<file path="src/rtl/load_commit_buffer_pkg.sv">
// Shared types and constants for the load-completion receive buffer.
package load_commit_buffer_pkg;

    localparam int LCB_DEPTH     = 4;
    localparam int LCB_ROB_IDX_W = 5;
    localparam int LCB_XLEN      = 32;

    // One buffered load completion, exactly as broadcast by MemAccess.
    typedef struct packed {
        logic [LCB_ROB_IDX_W-1:0] rob_tag;
        logic                     exc_valid;
        logic [3:0]               exc_cause;
        logic [LCB_XLEN-1:0]      mtval;
    } load_cmt_entry_t;

endpackage

</file>
<file path="src/rtl/load_commit_buffer_fifo_ctrl.sv">
// Pointer/occupancy bookkeeping for the load-completion FIFO.
// Flush dominates push and pop; a push is only taken when a slot is free,
// counting the slot released by a same-cycle pop.
import load_commit_buffer_pkg::*;

module lcb_fifo_ctrl #(
    parameter int DEPTH = LCB_DEPTH
) (
    input  logic                     clk,
    input  logic                     rst,
    input  logic                     flush,
    input  logic                     in_valid,
    input  logic                     cmt_ready,
    output logic                     push,
    output logic                     pop,
    output logic                     drop,
    output logic [$clog2(DEPTH)-1:0] wr_ptr,
    output logic [$clog2(DEPTH)-1:0] rd_ptr,
    output logic [$clog2(DEPTH):0]   count,
    output logic                     full,
    output logic                     empty
);

    localparam int PTR_W = $clog2(DEPTH);
    localparam int CNT_W = PTR_W + 1;

    // Full/empty come from the occupancy count alone.
    always_comb begin
        full  = (count == CNT_W'(DEPTH));
        empty = (count == '0);
        pop   = ~empty & cmt_ready & ~flush;
        push  = in_valid & (~full | pop) & ~flush;
        drop  = in_valid & full & ~pop & ~flush;
    end

    // Pointers and count; DEPTH is a power of two so pointers wrap naturally.
    always_ff @(posedge clk) begin
        if (rst || flush) begin
            wr_ptr <= '0;
            rd_ptr <= '0;
            count  <= '0;
        end else begin
            if (push) wr_ptr <= wr_ptr + PTR_W'(1);
            if (pop)  rd_ptr <= rd_ptr + PTR_W'(1);
            case ({push, pop})
                2'b10:   count <= count + CNT_W'(1);
                2'b01:   count <= count - CNT_W'(1);
                default: count <= count;
            endcase
        end
    end

endmodule

</file>
<file path="src/rtl/load_commit_buffer.sv">
// ROB-side receiver for MemAccess load completions: buffers completions in
// an in-order FIFO, drains them to the shared ROB marking port, throttles
// MemAccess near full and discards everything on flush.
import load_commit_buffer_pkg::*;

module load_commit_buffer #(
    parameter int DEPTH     = LCB_DEPTH,
    parameter int ROB_IDX_W = LCB_ROB_IDX_W,
    parameter int XLEN      = LCB_XLEN
) (
    input  logic                   clk,
    input  logic                   rst,
    input  logic                   flush,
    input  logic                   in_valid,
    input  logic [ROB_IDX_W-1:0]   in_rob_tag,
    input  logic                   in_exc_valid,
    input  logic [3:0]             in_exc_cause,
    input  logic [XLEN-1:0]        in_mtval,
    output logic                   stall_lsu,
    output logic                   cmt_valid,
    input  logic                   cmt_ready,
    output logic [ROB_IDX_W-1:0]   cmt_rob_tag,
    output logic                   cmt_exc_valid,
    output logic [3:0]             cmt_exc_cause,
    output logic [XLEN-1:0]        cmt_mtval,
    output logic [$clog2(DEPTH):0] count,
    output logic                   overflow_err
);

    localparam int PTR_W = $clog2(DEPTH);
    localparam int CNT_W = PTR_W + 1;

    logic             push;
    logic             pop;
    logic             drop;
    logic             full;
    logic             empty;
    logic [PTR_W-1:0] wr_ptr;
    logic [PTR_W-1:0] rd_ptr;

    load_cmt_entry_t  mem [DEPTH];
    load_cmt_entry_t  in_entry;
    load_cmt_entry_t  head;

    lcb_fifo_ctrl #(.DEPTH(DEPTH)) u_ctrl (
        .clk       (clk),
        .rst       (rst),
        .flush     (flush),
        .in_valid  (in_valid),
        .cmt_ready (cmt_ready),
        .push      (push),
        .pop       (pop),
        .drop      (drop),
        .wr_ptr    (wr_ptr),
        .rd_ptr    (rd_ptr),
        .count     (count),
        .full      (full),
        .empty     (empty)
    );

    // Pack the incoming completion into the stored entry format.
    always_comb begin
        in_entry           = '0;
        in_entry.rob_tag   = in_rob_tag;
        in_entry.exc_valid = in_exc_valid;
        in_entry.exc_cause = in_exc_cause;
        in_entry.mtval     = in_mtval;
    end

    // Storage is write-only on push; contents need no reset.
    always_ff @(posedge clk) begin
        if (push) mem[wr_ptr] <= in_entry;
    end

    // Head is forced to zero while empty so stale slots never reach the ROB.
    always_comb begin
        head          = empty ? '0 : mem[rd_ptr];
        cmt_valid     = ~empty;
        cmt_rob_tag   = head.rob_tag;
        cmt_exc_valid = head.exc_valid;
        cmt_exc_cause = head.exc_cause;
        cmt_mtval     = head.mtval;
        // One slot stays free for a load already in flight when stall is seen.
        stall_lsu     = (count >= CNT_W'(DEPTH - 1));
    end

    // Sticky record of a completion lost to a full buffer.
    always_ff @(posedge clk) begin
        if (rst)       overflow_err <= 1'b0;
        else if (drop) overflow_err <= 1'b1;
    end

endmodule

</file>
<file path="config.mk">
export PLATFORM = sky130hd
export DESIGN_NAME = load_commit_buffer
export DESIGN_NICKNAME = d
export VERILOG_FILES = /design/src/rtl/load_commit_buffer_pkg.sv /design/src/rtl/load_commit_buffer_fifo_ctrl.sv /design/src/rtl/load_commit_buffer.sv
export SDC_FILE = /design/constraint.sdc
export NUM_CORES = 1
export LEC_CHECK = 0
export CORE_MARGIN = 4
export CORE_UTILIZATION = 49
export CTS_BUF_LIST = sky130_fd_sc_hd__clkbuf_8 sky130_fd_sc_hd__clkbuf_16
export CTS_CLUSTER_SIZE = 24
export DETAILED_ROUTE_END_ITERATION = 8
export PLACE_DENSITY = 0.74
export RECOVER_POWER = 25
export SYNTH_ARGS = -nofsm -noshare
export SYNTH_HDL_FRONTEND = slang
export SYNTH_SLANG_ARGS = --single-unit
</file>
<file path="constraint.sdc">
create_clock -name clk -period 2.4 [get_ports clk]
set_clock_uncertainty 0.1 [all_clocks]
set_input_delay 0.48 -clock clk [delete_from_list [all_inputs] [get_ports clk]]
set_output_delay 0.48 -clock clk [all_outputs]
set_load 0.02 [all_outputs]
</file>
; Word level (Yosys, flattened, before mapping)
; Memory sizes are Yosys's and may differ from the RTL's. A register that Yosys moved wholly into a read port is not among the register bits.
; Index checks and enable logic that the tools add are counted.
; W data, S select, Z words.
[op_classes]
n_addsub = 4
multipliers = 0
n_div = 0
n_lt_le_gt_ge = 1
eq_ne = 3
n_shift = 0
n_mux = 6
n_bitwise = 12
reduce_logical = 3
[ops]
columns = operator, n
row1 = $mux W42, 1
row2 = $and A1 B1 Y1, 7
row3 = $pmux W3 S2, 1
row4 = $add A2 B1 Y2 const B, 2
row5 = $mux W2, 2
row6 = $not A1 Y1, 4
row7 = $add A3 B1 Y3 const B, 1
row8 = $eq A3 B3 Y1 const B, 1
row9 = $ge A3 B2 Y1 const B, 1
row10 = $logic_not A3 Y1, 1
row11 = $sub A3 B1 Y3 const B, 1
row12 = $eq A2 B1 Y1 const B, 1
row13 = $eq A2 B2 Y1 const B, 1
row14 = $mux W1, 2
row15 = $reduce_bool A2 Y1, 1
row16 = $logic_or A1 B1 Y1, 1
row17 = $or A1 B1 Y1, 1
[totals]
reg_bits = 8
latchBits = 0
ramBits = 168
rom_bits = 0
inputBits = 47
out_inout_bits = 48
elab_cells = 34
mem_count = 1
[memory_table]
columns = name, depth, width, rd, rd_ports_with_merged_regs, write_ports, line
row1 = mem, 4, 42, 1, 1, 1, load_commit_buffer.sv:41  ; load_cmt_entry_t mem [DEPTH];

; Depth between registers and ports, before layout
[depth]
depth_word = 9
mapped_depth = 10
mapped_depth_nobuf = 9

; Modules after synthesis
; A second synthesis with hierarchy kept.
[hier_totals]
cells_unflattened = 370
hier_area_um2 = 6850.3
[modules_own_cells]
columns = mod, n_inst, cells_each, area_per_inst_um2, seq_area_each_um2
row1 = load_commit_buffer, 1, 326, 6463.7, 5064.9
row2 = lcb_fifo_ctrl, 1, 44, 386.6, 140.1

; Worst setup path after synthesis
; Ideal clock, no wire load.
[synth_timing]
kind = register -> register
start = register u_ctrl.count[0]
end = memory mem[0][0] (netlist name), enable pin
setup_time_ns = 0.404
arrival_time_ns = 1.859
t_required_ns = 1.896
path_slack_ns = 0.038
path_stages_with_launch = 4
path_buffers = 1
period_less_slack_ns = 2.362
cell_sequence = dfxtp_1 > buf_2 > or4b_4 > and3_1
[synth_between]
elab_chain_len = 9
elab_cells_between_ends = 11
cone_classes = eq/ne (1) / mux (2) / bitwise (7) / reduce/logical (1)
[synth_rtl]
columns = item, line
row1 = "start, declared", load_commit_buffer_fifo_ctrl.sv:19  ; output logic [$clog2(DEPTH):0] count,
row2 = "start signal, assigned", load_commit_buffer_fifo_ctrl.sv:46  ; 2'b10: count <= count + CNT_W'(1);
row3 = "start signal, assigned", load_commit_buffer_fifo_ctrl.sv:47  ; 2'b01: count <= count - CNT_W'(1);
row4 = "start signal, assigned", load_commit_buffer_fifo_ctrl.sv:48  ; default: count <= count;
row5 = $logic_not A3 Y1, load_commit_buffer_fifo_ctrl.sv:30  ; empty = (count == '0);
row6 = $not A1 Y1, load_commit_buffer_fifo_ctrl.sv:31  ; pop = ~empty & cmt_ready & ~flush;
row7 = $and A1 B1 Y1 (2 in a row), load_commit_buffer_fifo_ctrl.sv:31
row8 = $or A1 B1 Y1 (*), load_commit_buffer_fifo_ctrl.sv:32  ; push = in_valid & (~full | pop) & ~flush;
row9 = $and A1 B1 Y1 (*) (2 in a row), load_commit_buffer_fifo_ctrl.sv:32
row10 = $mux W1 (*), load_commit_buffer.sv:72  ; if (push) mem[wr_ptr] <= in_entry;
row11 = $mux W1 (not written as such) (*), load_commit_buffer.sv:72
row12 = "end, declared", load_commit_buffer.sv:41
; Mark *: on every way between the ends. The rest lies on a longest branch, timed or not.

==> results.ini <==
[run_status]
status=finished with violations
failed_checks=setup timing

[cts]
clk_path_buf_depth=2
clockRootBuffer=clkbuf_16
cts_tree=yes
cts-htree-levels=4
cts_sinks=178
clkTransAtPathRegs_ns=0.06
clk_latency_ns=0.42
cts_made_buffers=17
cts_hold_buf=0

[grt]
grt_busiest_layer=met2
gr-usage-all-layers=0.167
overflow=0
grt_pass1_vias=3719
antenna_found_initial=0
grt_util_met2=0.275
grt_pass1_wl_mm=20.1
met3_usage=0.0477
grt_max_degree=32
grt.met1_usage=0.212

[die]
dieArea_um2=16300
die_h_um=128
core_area_um2=13900
floorplan.rows=43
die_width_um=128
start_util=0.503
ios=95

[placement]
portBuffers=94
place_area_um2=8410
place_ws_ns=-0.349
globalplace.congestion=0.713
place_hpwl_mm=7.64

[timing]
slew_violations=0
setup_slack_ns=-0.126
finalHoldViolations=0
rsz0062_at_grt=yes
fin_crit_sh=1.05
setup_viol=36
period_minus_slack_ns=2.53
max_freq_mhz=396
worst_pin_slew_ns=0.336
holdWs_ns=0.373
relSlewSlack=0.775

[logic_synthesis]
ys_seq_area_frac=0.749
syn_inst=329
ys_ff_latch=178
synth_nets=382
ys_warn_count=0
synth_area_um2=7010
synthDistinctLibCells=29
syn_avg_cell_area_um2=21.3

[critical_path]
rrSetupSlack_ns=0.18
r2r-end=u_ctrl.count[2]
end_kind=primary output
endpoint=cmt_mtval[21]
crit_type=reg -> out
worstPathRequired_ns=1.82
r2r_cells=9
crit_slowest_cell=mux4_2
slowest_delay_ns=0.51
path_cells=buf_6 > buf_12 > buf_12 > mux4_2 > nor2b_4 > buf_6
crit_fanout=7
startpoint_type=register
r2r_start=u_ctrl.count[2]
arrival_ns=1.95

[drt]
via_per_inst=5.24
wl_mm=12.8
drt-initial-drc-count=228
vias=3451
drc_errors=0
ant_nets=0
firstDrtPassIters=4
route.detailed.wl_per_inst_um=19.5

[min_path]
min_path_cells=2
worst_hold_path_type=reg -> reg

[power]
p_leak_nw=3.18
p_per_area_nw_per_um2=706
peakVddDrop_mv=0.413

[job]
drv_cap=0

[finish]
final_cell_mix=edfxtp_1, mux4_2, buf_6, clkdlybuf4s50_1
diodes=0
final_cell_area_um2=9290
nNetsFinal=519
area_growth_pct=32.6
drive_gt1_frac=0.395
final_common_cell=edfxtp_1

cell families (layout without fill, tap and decap cells):
logic type	Yosys count	after routing	synth area share
buf+inv	23	173	0.0243
mux	42	42	0.136
flops	178	178	0.749
xor+xnor	3	3	0.00375
fa+ha+maj	6	6	0.0118
compound gates	11	11	0.00893
simple gates	66	66	0.0666
synth_stat cells:
| cell type | n | share of area |
|---|---|---|
| or4b_4 | 1 | 0.0020 |
| a21o_1 | 1 | 0.0011 |
| nand3_1 | 1 | 0.00071 |
| nor2b_1 | 35 | 0.031 |
| fa_1 | 1 | 0.0029 |
| inv_1 | 7 | 0.0038 |
| or3_1 | 2 | 0.0018 |
| buf_6 | 1 | 0.0016 |
| and3_1 | 4 | 0.0036 |
| mux4_1 | 2 | 0.0075 |
| xor2_1 | 3 | 0.0038 |
| nand2_1 | 1 | 0.00054 |
| nor2_1 | 9 | 0.0048 |
| buf_2 | 9 | 0.0064 |
| nand2b_1 | 1 | 0.00089 |
| buf_12 | 4 | 0.011 |
| nand4_1 | 1 | 0.00089 |
| o31ai_1 | 2 | 0.0021 |
| clkbuf_1 | 2 | 0.0011 |
| nor3_2 | 1 | 0.0014 |
| ha_1 | 5 | 0.0089 |
| or2_2 | 1 | 0.00089 |
| mux4_2 | 40 | 0.13 |
| dfxtp_1 | 10 | 0.029 |
| o21ai_0 | 3 | 0.0021 |
| nor2b_4 | 8 | 0.016 |
| a21oi_1 | 5 | 0.0036 |
| edfxtp_1 | 168 | 0.72 |
| nor4b_2 | 1 | 0.0021 |
flip-flops by register name, indices dropped and copies added (netlist names), named ones only:
| name | flops |
|---|---|
| mem | 168 |
| overflow_err | 1 |
| u_ctrl.count | 3 |
| u_ctrl.rd_ptr | 2 |
| u_ctrl.wr_ptr | 2 |
worst max-delay path: cells and delay by family, from the launching register on:
family / cells / cell delay, ns
buf+inv: 4 / 0.46
flops: 1 / 0.40
mux: 1 / 0.51
simple gates: 1 / 0.15
report_power, final:
| group | switching [W] | internal [W] |
|---|---|---|
| Combinational | 0.000175 | 0.000213 |
| Sequential | 0.0000125 | 0.00344 |
| Clock | 0.00109 | 0.00163 |
what timing repair did:
| action | CTS | global route |
|---|---|---|
| endpoints found under the setup margin | 43 | 44 |
| pin swaps | 1 | 2 |
| setup buffers | 9 | 5 |
| gates resized for setup | 225 | 42 |
| cloned | 3 | 2 |
layout make-up:
cell class,count,area (um^2)
flip-flops and latches,178,5250
repair buffers,134,1480
clock inverters,15,165
multi-input cells,128,1720
inverters,7,26.3
well taps,180,225
clock buffers,17,425
fillers,920,4640
worst min-delay path by stage:
stage                                 from           end  slack (ns)
after floorplan           u_ctrl.rd_ptr[1]      register        0.36
final                         overflow_err  overflow_err        0.37
after CTS                     overflow_err  overflow_err        0.38
after detailed placement      overflow_err  overflow_err        0.36
after global placement        overflow_err  overflow_err        0.36
after global routing          overflow_err  overflow_err        0.44
routing by layer:
metal	share of wire	vias up	wire [um]
li1	-	1599	-
met1	0.41	1760	5300
met2	0.53	78	6800
met3	0.045	14	580
met4	0.011	0	137
met5	0	-	0
stage by stage:
stage	TNS (ns)	total power (W)	std cells	utilization
floorplan	0	0.00367	329	-
global placement	-14.53	0.00387	612	0.603
detailed placement	-17.69	0.00388	612	0.603
CTS	-4.35	0.00660	656	0.656
global route	-4.56	0.00679	659	0.667
finish	-2.01	0.00656	659	0.667
(Power assumes the default switching activity.)
